===== config.mk =====
export PLATFORM = sky130hd
export DESIGN_NAME = aes128_round_ctrl
export DESIGN_NICKNAME = d
export VERILOG_FILES = /design/src/rtl/aes128_ctrl_pkg.sv /design/src/rtl/aes128_rcon_gen.sv /design/src/rtl/aes128_round_ctrl.sv
export SDC_FILE = /design/constraint.sdc
export NUM_CORES = 1
export LEC_CHECK = 0
export BUFFER_PORTS_ARGS = -buffer_cell sky130_fd_sc_hd__buf_4
export CAP_MARGIN = 10
export CORE_UTILIZATION = 48
export DETAILED_ROUTE_END_ITERATION = 8
export PLACE_DENSITY = 0.79
export SETUP_SLACK_MARGIN = 0.1
export SLEW_MARGIN = 40
export SYNTH_ARGS = -nofsm -noshare
export SYNTH_HDL_FRONTEND = slang
export SYNTH_SLANG_ARGS = --single-unit

===== constraint.sdc =====
create_clock -name CLK -period 1.5 [get_ports CLK]
set_input_delay 0.075 -clock CLK [delete_from_list [all_inputs] [get_ports CLK]]
set_output_delay 0.075 -clock CLK [all_outputs]
set_load 0.03 [all_outputs]

===== src/rtl/aes128_ctrl_pkg.sv =====
// Shared definitions for the AES-128 round controller: FSM state encoding,
// round-constant seed and reduction polynomial, and the GF(2^8) doubling
// helper used to step RCON from one round to the next.
package aes128_ctrl_pkg;

  typedef enum logic [2:0] {
    IDLE  = 3'd0,
    INIT  = 3'd1,
    ROUND = 3'd2,
    FINAL = 3'd3,
    DONE  = 3'd4
  } state_t;

  localparam logic [7:0] RCON_INIT = 8'h01;
  localparam logic [7:0] RCON_POLY = 8'h1B;

  // Multiply by x in GF(2^8) modulo the AES polynomial.
  function automatic logic [7:0] xtime(input logic [7:0] x);
    return {x[6:0], 1'b0} ^ (x[7] ? RCON_POLY : 8'h00);
  endfunction

endpackage


===== src/rtl/aes128_rcon_gen.sv =====
// Round-constant register. load_init reseeds it to 01 (new block or abort),
// advance steps it by xtime once per completed round. Shared with the
// key-expansion block so both sides see an identical RCON sequence.
module aes128_rcon_gen
  import aes128_ctrl_pkg::*;
(
  input  logic       clk,
  input  logic       rst,
  input  logic       load_init,
  input  logic       advance,
  output logic [7:0] rcon
);

  // Reseed has priority over advance so a restart never sees a stale value.
  always_ff @(posedge clk) begin
    if (rst || load_init) begin
      rcon <= RCON_INIT;
    end else if (advance) begin
      rcon <= xtime(rcon);
    end
  end

endmodule


===== src/rtl/aes128_round_ctrl.sv =====
// Sequencing controller for the AES-128 encrypt datapath. Walks the
// datapath through the initial AddRoundKey, NUM_ROUNDS-1 middle rounds and
// the final round, each round lasting ROUND_CYCLES clocks, then holds the
// result behind a valid/ready handshake.
// Optional build macro AES128_ROUND_CTRL_ABORT_EN adds an ABORT input that
// returns the controller to IDLE from any busy state.
module aes128_round_ctrl
  import aes128_ctrl_pkg::*;
#(
  parameter int NUM_ROUNDS   = 10,
  parameter int ROUND_CYCLES = 1
) (
  input  logic       CLK,
  input  logic       RST,
  input  logic       START_VALID,
  output logic       START_READY,
  output logic [3:0] ROUND_NUM,
  output logic [7:0] RCON,
  output logic       SEL_INIT,
  output logic       SEL_FINAL,
  output logic       STATE_EN,
  output logic       KEY_EN,
  output logic       BUSY,
  output logic       DONE_VALID,
  input  logic       DONE_READY
`ifdef AES128_ROUND_CTRL_ABORT_EN
  ,
  input  logic       ABORT
`endif
);

  localparam logic [1:0] SUB_LAST   = 2'(ROUND_CYCLES - 1);
  localparam logic [3:0] LAST_ROUND = 4'(NUM_ROUNDS);
  // With single-cycle rounds the very first sub-cycle is also the last one.
  localparam logic       FIRST_EN   = (ROUND_CYCLES == 1);

  state_t     state;
  logic [1:0] sub_cnt;
  logic [3:0] round_num;
  logic       start_ready;
  logic       sel_init;
  logic       sel_final;
  logic       state_en;
  logic       key_en;
  logic       busy;
  logic       done_valid;
  logic       abort_hit;
  logic       sub_last;
  logic       rcon_load;
  logic       rcon_advance;
  logic [7:0] rcon;

`ifdef AES128_ROUND_CTRL_ABORT_EN
  assign abort_hit = ABORT && (state != IDLE);
`else
  assign abort_hit = 1'b0;
`endif

  assign sub_last     = (sub_cnt == SUB_LAST);
  assign rcon_load    = ((state == IDLE) && START_VALID) || abort_hit;
  assign rcon_advance = (state == ROUND) && sub_last;

  aes128_rcon_gen u_rcon (
    .clk       (CLK),
    .rst       (RST),
    .load_init (rcon_load),
    .advance   (rcon_advance),
    .rcon      (rcon)
  );

  // Main FSM; every output is computed for the next state and registered.
  always_ff @(posedge CLK) begin
    if (RST || abort_hit) begin
      state       <= IDLE;
      sub_cnt     <= '0;
      round_num   <= '0;
      start_ready <= 1'b1;
      sel_init    <= 1'b0;
      sel_final   <= 1'b0;
      state_en    <= 1'b0;
      key_en      <= 1'b0;
      busy        <= 1'b0;
      done_valid  <= 1'b0;
    end else begin
      case (state)
        IDLE: begin
          if (START_VALID) begin
            state       <= INIT;
            start_ready <= 1'b0;
            busy        <= 1'b1;
            sel_init    <= 1'b1;
            state_en    <= 1'b1;
            key_en      <= 1'b1;
            round_num   <= '0;
            sub_cnt     <= '0;
          end
        end
        INIT: begin
          state     <= ROUND;
          sel_init  <= 1'b0;
          round_num <= 4'd1;
          sub_cnt   <= '0;
          state_en  <= FIRST_EN;
          key_en    <= FIRST_EN;
        end
        ROUND: begin
          if (sub_last) begin
            sub_cnt   <= '0;
            round_num <= round_num + 4'd1;
            state_en  <= FIRST_EN;
            key_en    <= FIRST_EN;
            if (round_num + 4'd1 == LAST_ROUND) begin
              state     <= FINAL;
              sel_final <= 1'b1;
            end
          end else begin
            sub_cnt  <= sub_cnt + 2'd1;
            state_en <= (sub_cnt + 2'd1 == SUB_LAST);
            key_en   <= (sub_cnt + 2'd1 == SUB_LAST);
          end
        end
        FINAL: begin
          if (sub_last) begin
            state      <= DONE;
            sub_cnt    <= '0;
            sel_final  <= 1'b0;
            state_en   <= 1'b0;
            key_en     <= 1'b0;
            done_valid <= 1'b1;
          end else begin
            sub_cnt  <= sub_cnt + 2'd1;
            state_en <= (sub_cnt + 2'd1 == SUB_LAST);
            key_en   <= (sub_cnt + 2'd1 == SUB_LAST);
          end
        end
        DONE: begin
          if (DONE_READY) begin
            state       <= IDLE;
            done_valid  <= 1'b0;
            busy        <= 1'b0;
            start_ready <= 1'b1;
            round_num   <= '0;
          end
        end
        default: begin
          state <= IDLE;
        end
      endcase
    end
  end

  assign START_READY = start_ready;
  assign ROUND_NUM   = round_num;
  assign RCON        = rcon;
  assign SEL_INIT    = sel_init;
  assign SEL_FINAL   = sel_final;
  assign STATE_EN    = state_en;
  assign KEY_EN      = key_en;
  assign BUSY        = busy;
  assign DONE_VALID  = done_valid;

endmodule


## Word-level counts from Yosys, hierarchy flattened

Cells that the tools add are included.

| cells by class | value |
|---|---|
| add/subtract/negate cells | 2 |
| eq/ne operators | 10 |
| multiplexer cells | 30 |
| bitwise operators | 1 |
| reduce and logical (&&, ||, !) cells | 22 |

Operators by type and width:

| kind | number |
|---|---|
| $pmux 4 s4 | 1 |
| $mux 3 | 5 |
| $pmux 3 s5 | 1 |
| $mux 4 | 3 |
| $mux 1 | 10 |
| $pmux 1 s2 | 5 |
| $ne 2x2->1 const B | 4 |
| $reduce_and 4->1 | 2 |
| $reduce_bool 2->1 | 4 |
| $reduce_bool 4->1 | 2 |
| $xor 8x8->8 | 1 |
| $eq 3x2->1 const B | 2 |
| $pmux 2 s3 | 1 |
| $reduce_and 2->1 | 3 |
| $reduce_and 3->1 | 2 |
| $mux 5 | 1 |
| $reduce_and 5->1 | 1 |
| $add 4x1->4 const B | 1 |
| $eq 4x4->1 const B | 1 |
| $logic_not 2->1 | 2 |
| $mux 2 | 2 |
| $pmux 1 s4 | 1 |
| $eq 3x1->1 const B | 1 |
| $eq 3x3->1 const B | 1 |
| other kinds (7) | 8 |

| storage, ports and cells | value |
|---|---|
| bits in registers | 23 |
| output and inout port bits | 19 |
| word-level logic and storage cells | 75 |

## Logic depth before layout (Yosys ltp)

Gate-level depths: netlist of run 1.

| logic depth | value |
|---|---|
| word-level depth | 5 |
| depth in mapped cells | 6 |
| mapped depth without buffers | 6 |

## Modules after synthesis

A second synthesis of run 1 with hierarchy kept.

| unflattened totals | value |
|---|---|
| cells, all modules | 125 |
| area total of the unflattened synthesis | 1142.3 um2 |

Modules (own cells, without submodules):

| module | times used | cells an instance | area each (um2) | seq. area each (um2) |
|---|---|---|---|---|
| aes128_round_ctrl | 1 | 94 | 824.5 | 300.3 |
| aes128_rcon_gen | 1 | 31 | 317.8 | 160.2 |

## Worst setup path before layout of run 1

Ideal clock, no wire load.

| timing | value |
|---|---|
| kind | reg2reg |
| from | reg round_num[0], in the netlist ROUND_NUM[0] |
| to | reg state[0] |
| setup time | 115 ps |
| data arrival time | 1524 ps |
| data required time | 1385 ps |
| path slack | -139 ps |
| cell stages (with the launch flop) | 5 |
| path buffers | 0 |
| period minus slack after synthesis | 1639 ps |
| cells stage by stage | dfxtp_1 -> ha_1 -> nor4bb_1 -> a41oi_1 -> a2111oi_0 |

| on the way | value |
|---|---|
| longest elaborated chain between the ends | 4 |

RTL lines:

| what | line | source |
|---|---|---|
| start, declared | aes128_round_ctrl.sv:39 | `logic [3:0] round_num;` |
| start signal, assigned | aes128_round_ctrl.sv:109 | `round_num <= round_num + 4'd1;` |
| $add 4x1->4 | aes128_round_ctrl.sv:112 | `if (round_num + 4'd1 == LAST_ROUND) begin` |
| $eq 4x4->1 | aes128_round_ctrl.sv:112 |  |
| $ne 2x1->1 (no source line) | - |  |
| $reduce_and 5->1 (no source line) | - |  |
| end signal, assigned | aes128_round_ctrl.sv:113 | `state <= FINAL;` |
| end signal, assigned | aes128_round_ctrl.sv:124 | `state <= DONE;` |
| end signal, assigned | aes128_round_ctrl.sv:138 | `state <= IDLE;` |
| end, declared | aes128_round_ctrl.sv:37 | `state_t state;` |

No other way between the ends.
A chain may end at the register's enable or synchronous reset.

## Worst setup path after layout of run 1

| timing | value |
|---|---|
| from | reg sub_cnt[0] |
| to | reg u_rcon.rcon[6] |

| on the way | value |
|---|---|
| longest elaborated chain between the ends | 2 |

RTL lines:

| what | line | source |
|---|---|---|
| start, declared | aes128_round_ctrl.sv:38 | `logic [1:0] sub_cnt;` |
| start signal, assigned | aes128_round_ctrl.sv:117 | `sub_cnt <= sub_cnt + 2'd1;` |
| start signal, assigned | aes128_round_ctrl.sv:131 | `sub_cnt <= sub_cnt + 2'd1;` |
| $logic_not 2->1 | aes128_round_ctrl.sv:59 | `assign sub_last = (sub_cnt == SUB_LAST);` |
| $logic_and 1x1->1 | aes128_round_ctrl.sv:61 | `assign rcon_advance = (state == ROUND) && sub_last;` |
| end signal, assigned | aes128_rcon_gen.sv:19 | `rcon <= xtime(rcon);` |
| end, declared | aes128_rcon_gen.sv:11 | `output logic [7:0] rcon` |

No other way between the ends.

==> results of run 1 <==
==> flip-flops by register name (all words and copies together) (netlist names) <==
signal       cells
ROUND_NUM        4
KEY_EN           1
SEL_FINAL        1
BUSY             1
u_rcon.rcon      8
SEL_INIT         1
DONE_VALID       1
state            3
sub_cnt          2
START_READY      1
==> cell type report <==
class / instances / share of cell area (%)
sequential: 23 / 30.1
multi-input combinational: 91 / 45.3
inverter: 5 / 1.18
tap: 28 / 2.20
clock buffer: 3 / 1.42
clock inverter: 1 / 0.314
timing repair buffer: 38 / 19.5
==> repair_timing <==
action | CTS | global route
buffers inserted | 5 | 1
gates cloned | 0 | 1
hold buffers | 0 | 0
pin swaps | 10 | 6
resized for setup | 11 | 15
setup endpoints to repair | 7 | 15
==> path summary, 6_finish.rpt <==
path / depth (start not counted) / slack, ns / to
setup / recovery: 7 / 0.04 / u_rcon.rcon[6]
setup reg to reg: 7 / 0.04 / u_rcon.rcon[6]
hold reg to reg: 2 / 0.46 / START_READY
hold / removal: 3 / 0.02 / state[2]
==> per-layer routing <==
| metal | GRT usage (%) | vias to the layer above |
|---|---|---|
| met1 | 28.4 | 494 |
| met5 | 0 | - |
| met3 | 2.98 | 4 |
| met2 | 41.1 | 20 |
| li1 | - | 517 |
| met4 | 8.33 | 0 |
==> tightest hold or removal path, stage by stage <==
cell	delay, ns
buf_4	0.09
nand3b_1	0.09
a21oi_1	0.06
==> power by group through the flow <==
stage	Combinational [mW]	Clock, mW	Sequential [mW]
finish	0.487	0.300	0.699
global route	0.523	0.324	0.704
CTS	0.427	0.301	0.695
detailed placement	0.400	0	0.710
global placement	0.389	0	0.708
floorplan	0.235	0	0.757
==> through the flow <==
step	instance area, um2	util, %	total power, mW	instances	TNS [ns]
after floorplan	1180	-	0.993	128	0
after global placement	1390	62.3	1.10	178	0
after detailed placement	1390	62.3	1.11	178	-0.170
after CTS	1510	67.4	1.42	187	0
after global routing	1590	71.3	1.55	189	-0.0319
final	1590	71.3	1.49	189	0
==> kinds of logic after synthesis <==
group,count (synthesis),synth area share (%)
AOI/OAI and AO/OA,27,15.6
xor gates and xnor gates,5,3.82
adders and majority gates,5,5.46
buffers and inverters,14,6.56
DFF,23,40.2
muxes,5,4.37
and+or+nand+nor,49,23.9
==> cells in the final DEF, fill, tap and decap left out, types with 2 or more instances in the layout <==
cell type / n
clkbuf_4: 3
nand2_1: 8
dfxtp_2: 3
and3_1: 2
dfxtp_1: 16
a21oi_1: 9
buf_4: 36
or3_1: 3
nor2_1: 14
o21ai_1: 2
nand2b_1: 3
ha_4: 3
nand3b_1: 2
inv_1: 3
nor2b_1: 2
dfxtp_4: 4
mux2i_1: 4
xnor2_1: 4
ha_1: 2
a22oi_1: 3
inv_2: 2
a211oi_1: 3
nor3_1: 2
or2_2: 2
a21oi_2: 2
==> results.tsv, run 1 <==
stage	metric	value	unit
run_status	outcome	finished, final reports clean	
die	CORE AREA	2230	um2
cells_and_area	Nets	171	
detailed_routing	wire per inst	14.8	um
global_routing	GRT Total Usage	23.1	%
synth	largest area contributor in the netlist	dfxtp_1	
die	io pins	23	
detailed_routing	DRC	0	
clock_network	CTS Buf Count	3	
worst_hold_path	hold wc startpoint	DONE_READY	
synth	Commonest cells post-synth	dfxtp_1, nor2_1, a21oi_1	
clock_network	Clock Sinks	23	
sta	Final Skew	0.00878	ns
critical_path	CP top delay family	buffers and inverters	
die	Die W	50.8	um
critical_path	critical-path cell list	inv_2 > ha_4 > and4bb_4 > buf_4 > clkbuf_16 > mux2i_1 > nor2_1	
cells_and_area	Filler cells	168	
power_and_ir_drop	maximum VDD drop	0.000802	V
synth	asr flop ratio synth	0	%
clock_network	CTS H-tree depth	1	
synth	count leader, synth	dfxtp_1	
power_and_ir_drop	Static Leak	0.629	nW
sta	fin. max-slew vios	0	
critical_path	Worst setup startpoint	sub_cnt[0]	
sta	Min Clock Period, post-route	1.46	ns
die	Die Y	50.8	um
power_and_ir_drop	sequential share of power	47.0	%
critical_path	crit path kind	flip-flop to flip-flop	
clock_network	Clock transition at path regs	0.14	ns
flow_run	max-cap violation count	0	
global_routing	first-pass GRT wire length	4520	um
placed_design	GPL Wtd Cong	0.772	
power_and_ir_drop	Comb power frac	32.8	%
clock_network	TritonCTS clock tree	yes	
clock_network	Max Root-Sink Buffers	2	
synth	Yosys warnings	0	
sta	fmax	684	MHz
die	row count	17	
global_routing	Remaining Overflow, GRT	0	
synth	FF+latch count, synth	23	
cells_and_area	area occupied by multi-input gates	721	um2
sta	minimum setup slack in the final design	0.0372	ns
power_and_ir_drop	switching power	505	uW
power_and_ir_drop	PwrDens	934	nW/um2
power_and_ir_drop	Net Sw Frac	33.9	%
global_routing	vias in the first global route	1027	
detailed_routing	antenna-violating nets left	0	
sta	Final Cycle Share	97.5	%
critical_path	Worst Path Max Fanout	6	
die	Starting Density	51.3	%
detailed_routing	final WL	2790	um
cells_and_area	ANT cells	0	
sta	Slew headroom	77.0	%
synth	Syn Inst Count	128	
synth	post-synth top area share	40.2	%
cells_and_area	area delta synth->final	39.0	%
detailed_routing	Iter 0 DRT Violations	13	
placed_design	detailed placer's ending HPWL	1840	um
critical_path	crit start category	flip-flop	
cells_and_area	Register Area	479	um2
detailed_routing	routed wl met3	68	um
detailed_routing	vias per cell	5.48	
synth	Post-Syn Area per Cell	8.94	um2
sta	actual slew at the worst max-slew pin	0.345	ns
detailed_routing	Max Used Layer	met4	
synth	post-synthesis sequential area ratio	40.2	%
die	die area	2580	um2
global_routing	largest net degree at the start of global routing	17	
placed_design	DP Worst Slack	-0.170	ns
critical_path	critical path capture point type	flip-flop	
placed_design	I/O Buffers	22	
worst_hold_path	Hold WC Path Type	input pin to flip-flop	
critical_path	Critical-path top delay cell	dfxtp_2	
detailed_routing	met2 WL	1390	um
critical_path	CP Buf/Inv Count	3	
synth	Area contributors post-synth	dfxtp_1, ha_1, nor2_1, a21oi_1, mux2i_1	
cells_and_area	layout cells sized above 1	42.2	%
critical_path	worst r2r src	sub_cnt[0]	
detailed_routing	wl on met1	1300	um
global_routing	initial antenna violation count	0	
detailed_routing	total number of vias	1035	
clock_network	Skew-Pair Late Insertion Delay	0.32	ns
synth	Distinct cells, synth	37	
critical_path	slowest cell delay on critical path	0.35	ns
synth	Synthesized Nets	137	
sta	final setup fails	0	
sta	final hold vios	0	
clock_network	clock tree root buffer cell	clkbuf_4	
sta	RSZ-0062 raised after global routing	yes	
synth	Most used DFF post-synth	dfxtp_1	
critical_path	CP required	1.72	ns
critical_path	critical path arrival	1.68	ns
sta	Hold Slack	0.0174	ns
detailed_routing	drt first pass iters	4	
power_and_ir_drop	Clock power frac	20.2	%
synth	area of the mapped netlist	1140	um2
synth	Post-synth EDFFs	0	
power_and_ir_drop	Internal	982	uW
No activity file was read; power rests on OpenSTA's default activity.
==> inputs of run 2 (changes only) <==
Settings changed: SYNTH_HIERARCHICAL set to 1.
==> results.tsv, run 2 <==
stage	metric	value	unit	change
die	Die W	50.8	um	about the same
detailed_routing	vias per cell	5.48		about the same
critical_path	r2r setup slk	0.11	ns	was 0.04 ns
worst_hold_path	hold wc startpoint	RST		was DONE_READY
detailed_routing	Iter 0 DRT Violations	14		was 13
sta	fin. max-slew vios	0		unchanged
detailed_routing	met2 WL	1190	um	was 1390 um
global_routing	GRT Total Usage	19.8	%	was 23.1%
synth	Compound-Gate Fraction of Synth Area	19.2	%	was 15.6%
cells_and_area	Post-Layout Cell Count	182		was 189
power_and_ir_drop	switching power	438	uW	was 505 uW
critical_path	crit start category	flip-flop		unchanged
synth	Yosys warnings	6		was 0
flow_run	max-cap violation count	0		unchanged
global_routing	initial antenna violation count	0		unchanged
synth	post-synth top area share	40.3	%	was 40.2%
synth	Commonest cells post-synth	dfxtp_1, nor2_1, inv_1, mux2i_1, o21ai_0		was dfxtp_1, nor2_1, a21oi_1
sta	Min Clock Period, post-route	1.39	ns	was 1.46 ns
clock_network	CTS Buf Count	3		unchanged
die	die area	2580	um2	about the same
synth	Simple-Gate Fraction of Synth Area	19.8	%	was 23.9%
detailed_routing	wl on met1	1060	um	was 1300 um
synth	Area contributors post-synth	dfxtp_1, nor2_1, ha_1, mux2i_1, buf_6		was dfxtp_1, ha_1, nor2_1, a21oi_1, mux2i_1
cells_and_area	final core occ	66.2	%	was 71.3%
sta	final hold vios	0		unchanged
placed_design	GPL Wtd Cong	0.795		was 0.772
synth	Most used DFF post-synth	dfxtp_1		unchanged
clock_network	CTS H-tree depth	1		unchanged
synth	Syn Inst Count	125		was 128
sta	fmax	720	MHz	was 684 MHz
sta	RSZ-0062 raised after global routing	yes		unchanged
power_and_ir_drop	sequential share of power	49.8	%	was 47.0%
placed_design	Post-DP Area	1340	um2	was 1390 um2
die	Starting Density	51.1	%	was 51.3%
critical_path	CP required	1.73	ns	was 1.72 ns
critical_path	R2R Path End	u_rcon/rcon[5]		was u_rcon.rcon[6]
critical_path	critical path arrival	1.61	ns	was 1.68 ns
worst_hold_path	worst hold stages	2		was 3
sta	final setup fails	0		unchanged
die	CORE AREA	2230	um2	unchanged
clock_network	Clock transition at path regs	0.12	ns	was 0.14 ns
synth	post-synthesis sequential area ratio	40.3	%	was 40.2%
power_and_ir_drop	Comb power frac	29.2	%	was 32.8%
critical_path	crit path kind	flip-flop to flip-flop		unchanged
critical_path	worst r2r src	sub_cnt[0]		unchanged
cells_and_area	commonest non-fill, non-tap cell in the layout	buf_4		unchanged
clock_network	Max Root-Sink Buffers	2		unchanged
worst_hold_path	hold path endpoint	ROUND_NUM[3]		was state[2]
power_and_ir_drop	maximum VDD drop	0.000939	V	was 0.000802 V
cells_and_area	most frequent cells in the layout	buf_4, nor2_1, dfxtp_1		was buf_4, dfxtp_1, nor2_1
die	Die Y	50.8	um	about the same
global_routing	vias in the first global route	834		was 1027
detailed_routing	DRC	0		unchanged
power_and_ir_drop	Net Sw Frac	32.3	%	was 33.9%
synth	Distinct cells, synth	37		unchanged
global_routing	largest net degree at the start of global routing	15		was 17
clock_network	Clock Sinks	23		unchanged
synth	largest area contributor in the netlist	dfxtp_1		unchanged
detailed_routing	final WL	2380	um	was 2790 um
synth	FF+latch count, synth	23		unchanged
sta	actual slew at the worst max-slew pin	0.265	ns	was 0.345 ns
cells_and_area	Finished Cell Area	1480	um2	was 1590 um2
synth	Synthesized Nets	134		was 137
sta	Final Cycle Share	92.5	%	was 97.5%
worst_hold_path	Hold WC Path Type	input pin to flip-flop		unchanged
cells_and_area	area delta synth->final	29.5	%	was 39.0%
cells_and_area	Filler cells	193		was 168
detailed_routing	drt first pass iters	6		was 4
critical_path	Worst R2R Path Depth	7		unchanged
cells_and_area	ANT cells	0		unchanged
power_and_ir_drop	PwrDens	917	nW/um2	was 934 nW/um2
synth	adder-cell area share of the yosys netlist	5.48	%	was 5.46%
detailed_routing	Max Used Layer	met4		unchanged
synth	main combinational cell family by area after synthesis	simple AND/OR/NAND/NOR gates		unchanged
sta	Slew headroom	82.3	%	was 77.0%
die	row count	17		unchanged
global_routing	first-pass GRT wire length	3680	um	was 4520 um
power_and_ir_drop	Internal	918	uW	was 982 uW
synth	mux contribution to synthesized area	5.26	%	was 4.37%
die	io pins	23		unchanged
sta	Final Skew	0.00174	ns	was 0.00878 ns
synth	Post-synth EDFFs	0		unchanged
detailed_routing	wire per inst	13.1	um	was 14.8 um
placed_design	I/O Buffers	22		unchanged
detailed_routing	total number of vias	997		was 1035
synth	count leader, synth	dfxtp_1		unchanged
detailed_routing	antenna-violating nets left	0		unchanged
power_and_ir_drop	Clock power frac	21.1	%	was 20.2%
synth	area of the mapped netlist	1140	um2	about the same
clock_network	Skew-Pair Late Insertion Delay	0.32	ns	about the same
synth	asr flop ratio synth	0	%	unchanged
cells_and_area	layout cells sized above 1	42.2	%	about the same
run_status	outcome	finished, final reports clean		unchanged
sta	setup TNS	0	ns	unchanged
placed_design	Inst Count DP	172		was 178
global_routing	Remaining Overflow, GRT	0		unchanged
detailed_routing	routed wl met3	94	um	was 68 um
cells_and_area	register bank with the most flops	u_rcon/rcon		was u_rcon.rcon
power_and_ir_drop	Static Leak	0.587	nW	was 0.629 nW
clock_network	CTS hold repair buffers	0		unchanged
cells_and_area	Nets	164		was 171
critical_path	Worst Path Max Fanout	6		unchanged
clock_network	clock tree root buffer cell	clkbuf_4		unchanged
placed_design	detailed placer's ending HPWL	1610	um	was 1840 um
synth	Post-Syn Area per Cell	9.14	um2	was 8.94 um2
clock_network	TritonCTS clock tree	yes		unchanged
synth	post-synthesis xor/xnor area fraction	2.30	%	was 3.83%
critical_path	critical path capture point type	flip-flop		unchanged
sta	Hold Slack	0.0317	ns	was 0.0174 ns
cells_and_area	max reg flops	8		unchanged
run 2: cell count changes after synthesis, sizes merged, moves of 2 or more:
cell and delta:
o21ai +4, and2 +2, a31oi +4, a21oi -6, nor3 +2, nor2 +7
nand2b -3, or3 -3, or3b -2, and3 -2, and4bb -2, nand2 -2
run 2: logic make-up (layout without fill, tap and decap cells):
| kind of cell | count (synthesis) | after routing |
|---|---|---|
| xor+xnor | 3 | 3 |
| fa+ha+maj | 5 | 5 |
| simple gates | 43 | 43 |
| flops | 23 | 23 |
| compound gates | 30 | 30 |
| buf+inv | 15 | 44 |
| mux | 6 | 6 |
run 2: how the worst max path moves through the flow:
stage / start / slack, ns / cells after the start / to
final: sub_cnt[0] / 0.11 / 7 / u_rcon/rcon[5]
after global routing: sub_cnt[0] / 0.08 / 7 / u_rcon/rcon[5]
after CTS: sub_cnt[0] / 0.11 / 7 / u_rcon/rcon[1]
after detailed placement: sub_cnt[0] / 0.03 / 7 / u_rcon/rcon[4]
after global placement: sub_cnt[0] / 0.14 / 7 / u_rcon/rcon[6]
after floorplan: ROUND_NUM[1] / 0.08 / 6 / SEL_FINAL
run 2: final cells by class:
type	count	area, um2	area share, %
tap	28	35.0	2.37
clock buffer	3	22.5	1.52
multi-input combinational	87	637	43.1
timing repair buffer	34	285	19.3
inverter	6	22.5	1.52
clock inverter	1	5.00	0.338
sequential	23	472	31.9
run 2: metal layers:
metal / vias up / global-route usage [%]
li1: 496 / -
met1: 473 / 23.5
met2: 23 / 32.4
met3: 5 / 6.36
met4: 0 / 8.33
met5: - / 0
run 2: stage by stage:
step / setup slack (ns) / power (mW)
after global placement: 0.135 / 1.04
final: 0.112 / 1.36
after floorplan: 0.0830 / 0.951
after CTS: 0.112 / 1.34
after global routing: 0.0797 / 1.43
after detailed placement: 0.0277 / 1.05
run 2: worst max-delay path, cell delays in order, from the launching register on:
cell and delay (ns):
dfxtp_2 0.36, inv_2 0.08, ha_4 0.17, nand2_4 0.07, nor2_4 0.20, clkbuf_16 0.19, mux2i_1 0.17, nor2_1 0.05
run 2: what timing repair did:
action | 4_1_cts | 5_1_grt
gates resized for setup | 4 | 12
pin swaps | 2 | 3
setup endpoints to repair | 7 | 11
cloned | 0 | 1
buffers inserted | 2 | 3
run 2: power by group through the flow:
stage / Sequential, mW / Clock, mW / Combinational, mW
2_1_floorplan: 0.740 / 0 / 0.211
3_3_place_gp: 0.687 / 0 / 0.352
3_5_place_dp: 0.690 / 0 / 0.360
4_1_cts: 0.675 / 0.293 / 0.368
5_1_grt: 0.682 / 0.327 / 0.425
6_report: 0.675 / 0.286 / 0.396
